[src/rtl/fp32_add_pipe.sv]
// fp32_add_pipe -- three-stage pipelined IEEE-754 single-precision adder.
//
// Takes operand pairs from the PE operand-select mux and hands the sum to the
// PE accumulator/writeback under valid/ready flow control. Latency is three
// cycles when not stalled: operands accepted in cycle 0 appear on sum in
// cycle 3. The whole pipe advances as one unit; bubbles are not collapsed.
//
// Subnormal inputs and results are flushed to signed zero. NaN results are
// always emitted as CANON_NAN.
//
// Build option:
//   FP32_ADD_RNE_EN  defined   -> round to nearest, ties to even; overflow
//                                 gives +/-inf with ovf=1.
//                    undefined -> truncate toward zero; overflow saturates to
//                                 +/-7F7FFFFF with ovf=1.
//
// Ports:
//   clk        clock, all state on rising edge
//   rst_n      asynchronous active-low reset
//   in_valid   op_a/op_b valid this cycle
//   in_ready   adder accepts operands this cycle (combinational from out_ready)
//   op_a/op_b  FP32 operands
//   out_valid  sum/ovf/invalid valid
//   out_ready  downstream accepts the sum
//   sum        FP32 result
//   ovf        finite inputs overflowed to the largest magnitude / inf
//   invalid    result is NaN (NaN input or inf + -inf)
module fp32_add_pipe #(
  parameter logic [31:0] CANON_NAN = 32'h7FC00000
) (
  input  logic        clk,
  input  logic        rst_n,
  input  logic        in_valid,
  output logic        in_ready,
  input  logic [31:0] op_a,
  input  logic [31:0] op_b,
  output logic        out_valid,
  input  logic        out_ready,
  output logic [31:0] sum,
  output logic        ovf,
  output logic        invalid
);

  localparam int STAGES = 3;

  // Mantissas carry 24 significant bits plus guard/round/sticky.
  typedef struct packed {
    logic        sgn;       // sign of the larger-magnitude operand
    logic [7:0]  exp;       // biased exponent of the larger operand
    logic [26:0] big;
    logic [26:0] sml;       // aligned, sticky folded into bit 0
    logic        sub;       // effective subtraction
    logic        both_neg;  // (-0)+(-0) keeps its sign
    logic        spec;      // special result decided up front
    logic        inv;
    logic [31:0] sval;
  } s1_t;

  typedef struct packed {
    logic        sgn;
    logic [7:0]  exp;
    logic [27:0] sum;
    logic        both_neg;
    logic        spec;
    logic        inv;
    logic [31:0] sval;
  } s2_t;

  logic [STAGES:1] vld_pipe;
  logic            adv;
  s1_t             s1_q, s1_n;
  s2_t             s2_q, s2_n;
  logic [31:0]     res;
  logic            res_ovf, res_inv;

  assign out_valid = vld_pipe[STAGES];
  assign adv       = ~vld_pipe[STAGES] | out_ready;
  assign in_ready  = adv;

  // Position of the leading one counted from bit 26; 27 for an all-zero word.
  function automatic logic [4:0] lzc27(input logic [26:0] v);
    lzc27 = 5'd27;
    for (int i = 0; i < 27; i++)
      if (v[i]) lzc27 = 5'(26 - i);
  endfunction

  // ---------------- S1: unpack, specials, swap, align ----------------
  logic        a_nan, b_nan, a_inf, b_inf, swap;
  logic [30:0] a_mag, b_mag, big_mag, sml_mag;
  logic [7:0]  d;
  logic [4:0]  dsh;
  logic [26:0] sml_m;
  logic [53:0] sml_wide;

  always_comb begin
    a_nan    = (op_a[30:23] == 8'hFF) & (op_a[22:0] != 23'd0);
    b_nan    = (op_b[30:23] == 8'hFF) & (op_b[22:0] != 23'd0);
    a_inf    = (op_a[30:23] == 8'hFF) & (op_a[22:0] == 23'd0);
    b_inf    = (op_b[30:23] == 8'hFF) & (op_b[22:0] == 23'd0);
    // Exponent 0 covers zero and subnormal: both become a (signed) zero.
    a_mag    = (op_a[30:23] == 8'h00) ? 31'd0 : op_a[30:0];
    b_mag    = (op_b[30:23] == 8'h00) ? 31'd0 : op_b[30:0];
    swap     = b_mag > a_mag;
    big_mag  = swap ? b_mag : a_mag;
    sml_mag  = swap ? a_mag : b_mag;
    d        = big_mag[30:23] - sml_mag[30:23];
    dsh      = (d >= 8'd27) ? 5'd27 : d[4:0];
    sml_m    = {(sml_mag[30:23] != 8'h00), sml_mag[22:0], 3'b000};
    // Shift into a double-width word so the shifted-out bits land in the
    // low half; with a shift of 27 the whole operand collapses to sticky.
    sml_wide = {sml_m, 27'd0} >> dsh;

    s1_n          = '0;
    s1_n.sgn      = swap ? op_b[31] : op_a[31];
    s1_n.exp      = big_mag[30:23];
    s1_n.big      = {(big_mag[30:23] != 8'h00), big_mag[22:0], 3'b000};
    s1_n.sml      = sml_wide[53:27] | {26'd0, |sml_wide[26:0]};
    s1_n.sub      = op_a[31] ^ op_b[31];
    s1_n.both_neg = op_a[31] & op_b[31];
    if (a_nan | b_nan | (a_inf & b_inf & (op_a[31] ^ op_b[31]))) begin
      s1_n.spec = 1'b1;
      s1_n.inv  = 1'b1;
      s1_n.sval = CANON_NAN;
    end else if (a_inf) begin
      s1_n.spec = 1'b1;
      s1_n.sval = op_a;
    end else if (b_inf) begin
      s1_n.spec = 1'b1;
      s1_n.sval = op_b;
    end
  end

  // ---------------- S2: add / subtract ----------------
  // After the swap big >= sml, so the difference never goes negative.
  always_comb begin
    s2_n          = '0;
    s2_n.sgn      = s1_q.sgn;
    s2_n.exp      = s1_q.exp;
    s2_n.sum      = s1_q.sub ? ({1'b0, s1_q.big} - {1'b0, s1_q.sml})
                             : ({1'b0, s1_q.big} + {1'b0, s1_q.sml});
    s2_n.both_neg = s1_q.both_neg;
    s2_n.spec     = s1_q.spec;
    s2_n.inv      = s1_q.inv;
    s2_n.sval     = s1_q.sval;
  end

  // ---------------- S3: normalize, round, pack ----------------
  logic [4:0]        lz;
  logic [26:0]       n_mant;   // bit 26 = hidden one, [2:0] = G/R/S
  logic signed [9:0] n_exp, f_exp;
  logic [2:0]        inc;
  logic [24:0]       r_mant;
  logic [22:0]       f_frac;

  always_comb begin
    lz = lzc27(s2_q.sum[26:0]);
    if (s2_q.sum[27]) begin
      // Carry out: shift right one, keeping the dropped bit as sticky.
      n_mant = {s2_q.sum[27:2], s2_q.sum[1] | s2_q.sum[0]};
      n_exp  = $signed({2'b00, s2_q.exp}) + 10'sd1;
    end else begin
      n_mant = s2_q.sum[26:0] << lz;
      n_exp  = $signed({2'b00, s2_q.exp}) - $signed({5'd0, lz});
    end

`ifdef FP32_ADD_RNE_EN
    // Adding 011 (+1 when the kept LSB is odd) below the LSB carries into
    // the mantissa exactly when RNE rounds up.
    inc = n_mant[3] ? 3'b100 : 3'b011;
`else
    inc = 3'b000;
`endif
    r_mant = 25'(({1'b0, n_mant} + {25'd0, inc}) >> 3);
    // A rounding carry leaves 1.000..0, so renormalizing is one shift.
    f_exp  = r_mant[24] ? n_exp + 10'sd1 : n_exp;
    f_frac = r_mant[24] ? r_mant[23:1] : r_mant[22:0];

    res     = '0;
    res_ovf = 1'b0;
    res_inv = 1'b0;
    if (s2_q.spec) begin
      res     = s2_q.sval;
      res_inv = s2_q.inv;
    end else if (s2_q.sum == 28'd0) begin
      // Exact cancellation is +0; only (-0)+(-0) stays negative.
      res = {s2_q.both_neg, 31'd0};
    end else if (f_exp >= 10'sd255) begin
      res_ovf = 1'b1;
`ifdef FP32_ADD_RNE_EN
      res     = {s2_q.sgn, 8'hFF, 23'd0};
`else
      res     = {s2_q.sgn, 31'h7F7FFFFF};
`endif
    end else if (f_exp <= 10'sd0) begin
      res = {s2_q.sgn, 31'd0};
    end else begin
      res = {s2_q.sgn, f_exp[7:0], f_frac};
    end
  end

  // ---------------- pipeline registers ----------------
  always_ff @(posedge clk or negedge rst_n) begin
    if (!rst_n) begin
      vld_pipe <= '0;
      s1_q     <= '0;
      s2_q     <= '0;
      sum      <= '0;
      ovf      <= 1'b0;
      invalid  <= 1'b0;
    end else if (adv) begin
      vld_pipe <= {vld_pipe[STAGES-1:1], in_valid};
      s1_q     <= s1_n;
      s2_q     <= s2_n;
      // Bubbles reaching the output drive zeros rather than stale data.
      sum      <= vld_pipe[STAGES-1] ? res     : 32'd0;
      ovf      <= vld_pipe[STAGES-1] ? res_ovf : 1'b0;
      invalid  <= vld_pipe[STAGES-1] ? res_inv : 1'b0;
    end
  end

endmodule

[config.mk]
export PLATFORM = sky130hd
export DESIGN_NAME = fp32_add_pipe
export DESIGN_NICKNAME = d
export VERILOG_FILES = /design/src/rtl/fp32_add_pipe.sv
export SDC_FILE = /design/constraint.sdc
export NUM_CORES = 1
export LEC_CHECK = 0
export BUFFER_PORTS_ARGS = -buffer_cell sky130_fd_sc_hd__buf_2
export CAP_MARGIN = 20
export CORE_UTILIZATION = 60
export DETAILED_ROUTE_END_ITERATION = 10
export GPL_TIMING_DRIVEN = 1
export PLACE_DENSITY = 0.76
export SLEW_MARGIN = 15
export SYNTH_ARGS = -nofsm -noshare
export SYNTH_HDL_FRONTEND = slang
export SYNTH_SLANG_ARGS = --single-unit
[constraint.sdc]
create_clock -name clk -period 7.05 [get_ports clk]
set_input_delay 0.3525 -clock clk [delete_from_list [all_inputs] [get_ports clk]]
set_output_delay 0.3525 -clock clk [all_outputs]
set_load 0.005 [all_outputs]
======== After elaboration in Yosys (flattened, before gate mapping) ========
Cells that the tools add are included.
operators by class
  add/sub/neg operators ................... 5
  order comparisons ....................... 4
  eq/ne operators ......................... 2
  shifts and indexed selects .............. 2
  muxes and demuxes ....................... 54
  bitwise logic cells ..................... 14
  reduce and logical (&&, ||, !) cells .... 10
operators with widths
  operator                                                                               count
  32-bit 2-to-1 mux                                                                      6
  31-bit 2-to-1 mux                                                                      6
  5-bit 2-to-1 mux                                                                       27
  54-bit by 5-bit right shift with 54-bit output                                         1
  23-bit logical NOT                                                                     2
  23-bit nonzero test                                                                    2
  31-bit greater-than comparator                                                         1
  27-bit by 27-bit adder with 28-bit output                                              1
  28-bit logical NOT                                                                     1
  28-bit 2-to-1 mux                                                                      1
  27-bit by 27-bit subtractor with 28-bit output                                         1
  27-bit by 1-bit bitwise OR with 27-bit output                                          1
  27-bit OR reduction                                                                    1
  27-bit by 5-bit << shifter with 26-bit output                                          1
  26-bit 2-to-1 mux                                                                      1
  8-bit equality test (second input constant)                                            2
  8-bit logical NOT                                                                      2
  8-bit nonzero test                                                                     2
  1-bit 2-to-1 mux                                                                       12
  10-bit by 9-bit greater-or-equal comparator with 1-bit output (second input constant)  1
  10-bit by 1-bit <= comparator with 1-bit output (second input constant)                1
  10-bit 2-to-1 mux                                                                      1
  8-bit by 1-bit adder with 9-bit output (second input constant)                         1
  8-bit by 5-bit subtractor with 9-bit output                                            1
  6 further kinds                                                                        15
word-level totals
  bits in registers ....................... 205
  input bits .............................. 68
  output and inout port bits .............. 36
  logic and storage cells ................. 111

======== Logic depth before layout (Yosys ltp) ========
  depth after elaboration ................. 35
  gate-level depth with buffers ........... 35

======== Least setup slack after synthesis ========
Ideal clock, no wire load.
  path type ............................... input port to flip-flop
  from .................................... input port op_b[24]
  to ...................................... register s1_q[36] in the netlist's numbering
  arrival time ............................ 7418 ps
  required time ........................... 6904 ps
  path slack .............................. -515 ps
  stages on the path ...................... 33
  cell sequence ........................... clkbuf_1 -> nor4_1 -> nand2_1 -> clkbuf_1 -> clkbuf_1 -> nand2_1 -> inv_1 -> ha_1 -> a2111o_1 -> a211oi_1 -> a2111oi_2 -> o21a_2 -> nor2_2 -> buf_6 -> clkbuf_1 -> buf_1 -> clkbuf_1 -> mux2i_1 -> ha_1 -> nand2_1 -> o211ai_1 -> a21oi_1 -> or3_1 -> o211ai_2 -> o311ai_2 -> nor4_1 -> nor2_1 -> mux4_2 -> mux2_4 -> a2111oi_2 -> o2111ai_1 -> o41ai_1 -> a32oi_1
between the ends
  word-level cells in the longest chain between the ends .. 10
ends and longest elaborated chain
  item                                                          RTL line  source
  start, declared                                               36        input logic [31:0] op_b,
  8-bit logical NOT                                             102       b_mag = (op_b[30:23] == 8'h00) ? 31'd0 : op_b[30:0];
  31-bit 2-to-1 mux (*)                                         102
  31-bit greater-than comparator                                103       swap = b_mag > a_mag;
  31-bit 2-to-1 mux (on tied branches)                          104, 105
  8-bit subtractor                                              106       d = big_mag[30:23] - sml_mag[30:23];
  8-bit by 5-bit greater-or-equal comparator with 1-bit output  107       dsh = (d >= 8'd27) ? 5'd27 : d[4:0];
  5-bit 2-to-1 mux                                              107
  54-bit by 5-bit right shift with 54-bit output (*)            111       sml_wide = {sml_m, 27'd0} >> dsh;
  27-bit OR reduction                                           117       s1_n.sml = sml_wide[53:27] | {26'd0, |sml_wide[26:0]};
  27-bit by 1-bit bitwise OR with 27-bit output (*)             117
  end signal, assigned                                          212       s1_q <= s1_n;
  end, declared                                                 71        s1_t s1_q, s1_n;
Every way passes the cells marked *; elsewhere a longest branch is shown, timed or not.
A chain may end at the register's enable or synchronous reset.

======== Worst setup path after layout ========
  from .................................... input port op_b[29]
  to ...................................... register s1_q[36] in the netlist's numbering
Same word-level chain as after synthesis.

==> results by group <==
Finish
  • Area grow syn2layout: 9.59%
  • Commonest non-fill, non-tap cell in the layout: nand2_1
  • Share of cells above drive strength 1: 11.4%
  • Fillers: 2196
  • Diodes inserted: 0
  • Nets: 2239
  • Most frequent cells in the layout: nand2_1, dfrtp_1, nor2_1

Synthesis
  • Area leader, netlist: dfrtp_1
  • Syn_nets: 2207
  • Syn Inst Count: 2048
  • Avg Inst Size Synth: 7.79 sq um
  • Commonest register cell after synthesis: dfrtp_1
  • Synthesized cell area: 0.0159 sq mm
  • Seq/Total Area, Yosys: 32.2%
  • Synth cell types: 90
  • Synth Register Bits: 205
  • Top post-synthesis cells by area: dfrtp_1, nand2_1, ha_1
  • Synth Warn #: 0
  • Post-synth ARST share: 100%
  • Number of flops mapped to enable cells by yosys: 0
  • Synth top area share: 32.2%

CTS
  • Clk slew on worst S/H paths: 60 ps
  • H-tree Lvls: 1
  • CTS Hold Buffers Added: 1
  • CTS Root Cell: clkbuf_16
  • CTS resizes: 0
  • Clock Sinks: 205
  • CTS Buf Count: 23
  • Setup Buffers After CTS: 0
  • CTS tree: built
  • Worst-Skew Late Latency: 520 ps
  • CTS max path bufs: 3

STA
  • Slew @ Worst Pin: 1040 ps
  • RSZ-0062 raised after global routing: false
  • Setup WS post-layout: 706 ps
  • Slew Viols, Final: 0
  • Fmax: 158 MHz
  • Final period util: 90.0%
  • Period minus WS final: 6340 ps
  • Finish-stage setup viols: 0
  • Relative slew margins: 30.5%
  • Post-Route Setup TNS: 0 ps
  • Final hold vios: 0
  • Setup Skew: 25.8 ps

Placed design
  • Detailed Place HPWL: 37.3 mm
  • Global placer's final weighted congestion: 0.999
  • Dpl ws: 233 ps
  • # port buffers: 103

Drt
  • Pre-Repair DR Iteration Count: 6
  • Highest metal used: met4
  • Met2 WL: 22.5 mm
  • Post-DR vias/cell: 6.55
  • DRC Markers: 0
  • Initial DRC Count: 1793
  • Post-route antenna net violation count: 0
  • WL/cell: 20.5 microns
  • WL final: 49.9 mm
  • DRT met1 WL: 21.8 mm
  • DR WL met3: 4.19 mm
  • Vias: 15.9k

Die
  • Die X: 165 microns
  • Initial core utilization: 61.2%
  • Row Count: 59
  • IO Pins: 104
  • Core area: 0.0261 sq mm
  • Full die area: 0.0272 sq mm
  • Die span in y: 165 microns

Critical path
  • Setup crit end kind: register
  • Family with the most delay on the worst path: compound AO/OA/AOI/OAI gates
  • Critical-path top delay cell: mux4_2
  • Crit path required time: 7400 ps
  • CP Class: input port to register
  • Crit start category: input port
  • Peak per-stage delay on the critical path: 480 ps
  • Worst EP arrival: 6690 ps
  • Worst Path Max Fanout: 26
  • Critical path buffers and inverters: 4

Power
  • Maximum vdd ir drop: 306 uV
  • Static Leak: 8.04 nW
  • Tot Pwr: 6.08 mW
  • Pwr dens: 348 mW/mm^2

Flow run
  • Max_cap viols: 0

Global route
  • Largest net degree at the start of global routing: 97
  • GRT overflow: 0
  • Number of antenna violations at the first check in global routing: 2
  • Number of global-route vias before repair: 14.7k
  • GRT Util Overall: 36.6%
  • First-pass GRT wire length: 78.1 mm

Hold path
  • Worst hold path class: input port to register

Status
  • Status: complete, no violations
==> stage by stage <==
step / utilization [%] / cell area (sq um) / std cells / hold slack [ps]
3_3_place_gp: 64.1 / 16700 / 2388 / 435
3_5_place_dp: 64.2 / 16700 / 2389 / 456
2_1_floorplan: - / 16000 / 2048 / 56.9
4_1_cts: 67.1 / 17500 / 2428 / 55.1
6_report: 67.1 / 17500 / 2428 / 66.6
5_1_grt: 67.1 / 17500 / 2428 / 69.9
==> power by group <==
group	total, mW	leakage [nW]	internal [mW]	switching [mW]
logic	3.05	5.01	1.19	1.86
registers	1.85	2.66	1.47	0.385
clock network	1.18	0.369	0.703	0.474
==> worst paths after layout <==
check	startpoint	endpoint	slack, ps	depth (start not counted)
max in group asynchronous	rst_n	s1_q[30]	5160	3
worst max register to register	s2_q[35]	sum[19]	1150	30
worst min register to register	s1_q[17]	s2_q[17]	460	2
worst min-delay path	in_valid	vld_pipe[1]	70	3
min in group asynchronous	rst_n	s1_q[81]	420	2
worst max-delay path	op_b[29]	s1_q[36]	710	29
==> area by class of cell <==
class	instances	area (sq um)	area share, %
Multi-Input combinational cell	1580	9840	56.3
Sequential cell	205	5130	29.4
Timing Repair Buffer	149	887	5.08
Clock buffer	31	676	3.87
Inverter	121	455	2.61
Tap cell	335	419	2.40
Clock inverter	7	70.1	0.401
==> flip-flops by register name, summed over array words and instances (netlist names) <==
name / flops
invalid: 1
vld_pipe: 3
s1_q: 96
s2_q: 72
ovf: 1
sum: 32
==> cell families after synthesis <==
kind of cell | after synthesis | synth area share [%]
compound gates | 637 | 26.1
buf+inv | 263 | 6.32
flops | 205 | 32.2
xor+xnor | 36 | 2.02
simple gates | 754 | 20.8
mux | 62 | 5.35
fa+ha+maj | 91 | 7.23
==> Yosys cell counts, drive strengths merged (8+ instances only) <==
cell type and n:
and2 28, a22oi 8, ha 89, nor2 162, clkbuf 120, a211oi 29
o31ai 15, inv 119, o211ai 27, xnor2 29, nand2 369, a221oi 19
nand4 21, dfrtp 205, nand2b 8, a21o 10, mux4 16, buf 22
and3 10, o22ai 28, a221o 18, a21oi 146, mux2i 33, a31oi 48
nor4 21, o221ai 9, o21a 31, or3 12, mux2 13, nand3 32
nor2b 14, o21bai 13, o21ai 160, nor3 58
==> tightest hold or removal path, stage by stage <==
cell     delay (ps)
buf_2            70
nand2_1          40
nand2_1          60
==> routing by layer <==
layer  track usage [%]  vias to the layer above
met5                 0                        -
met4              10.8                        0
met3              6.86                      129
met2              57.5                      735
met1              51.0                     7622
li1                  -                     7420
Power figures use the tool's default switching activity.
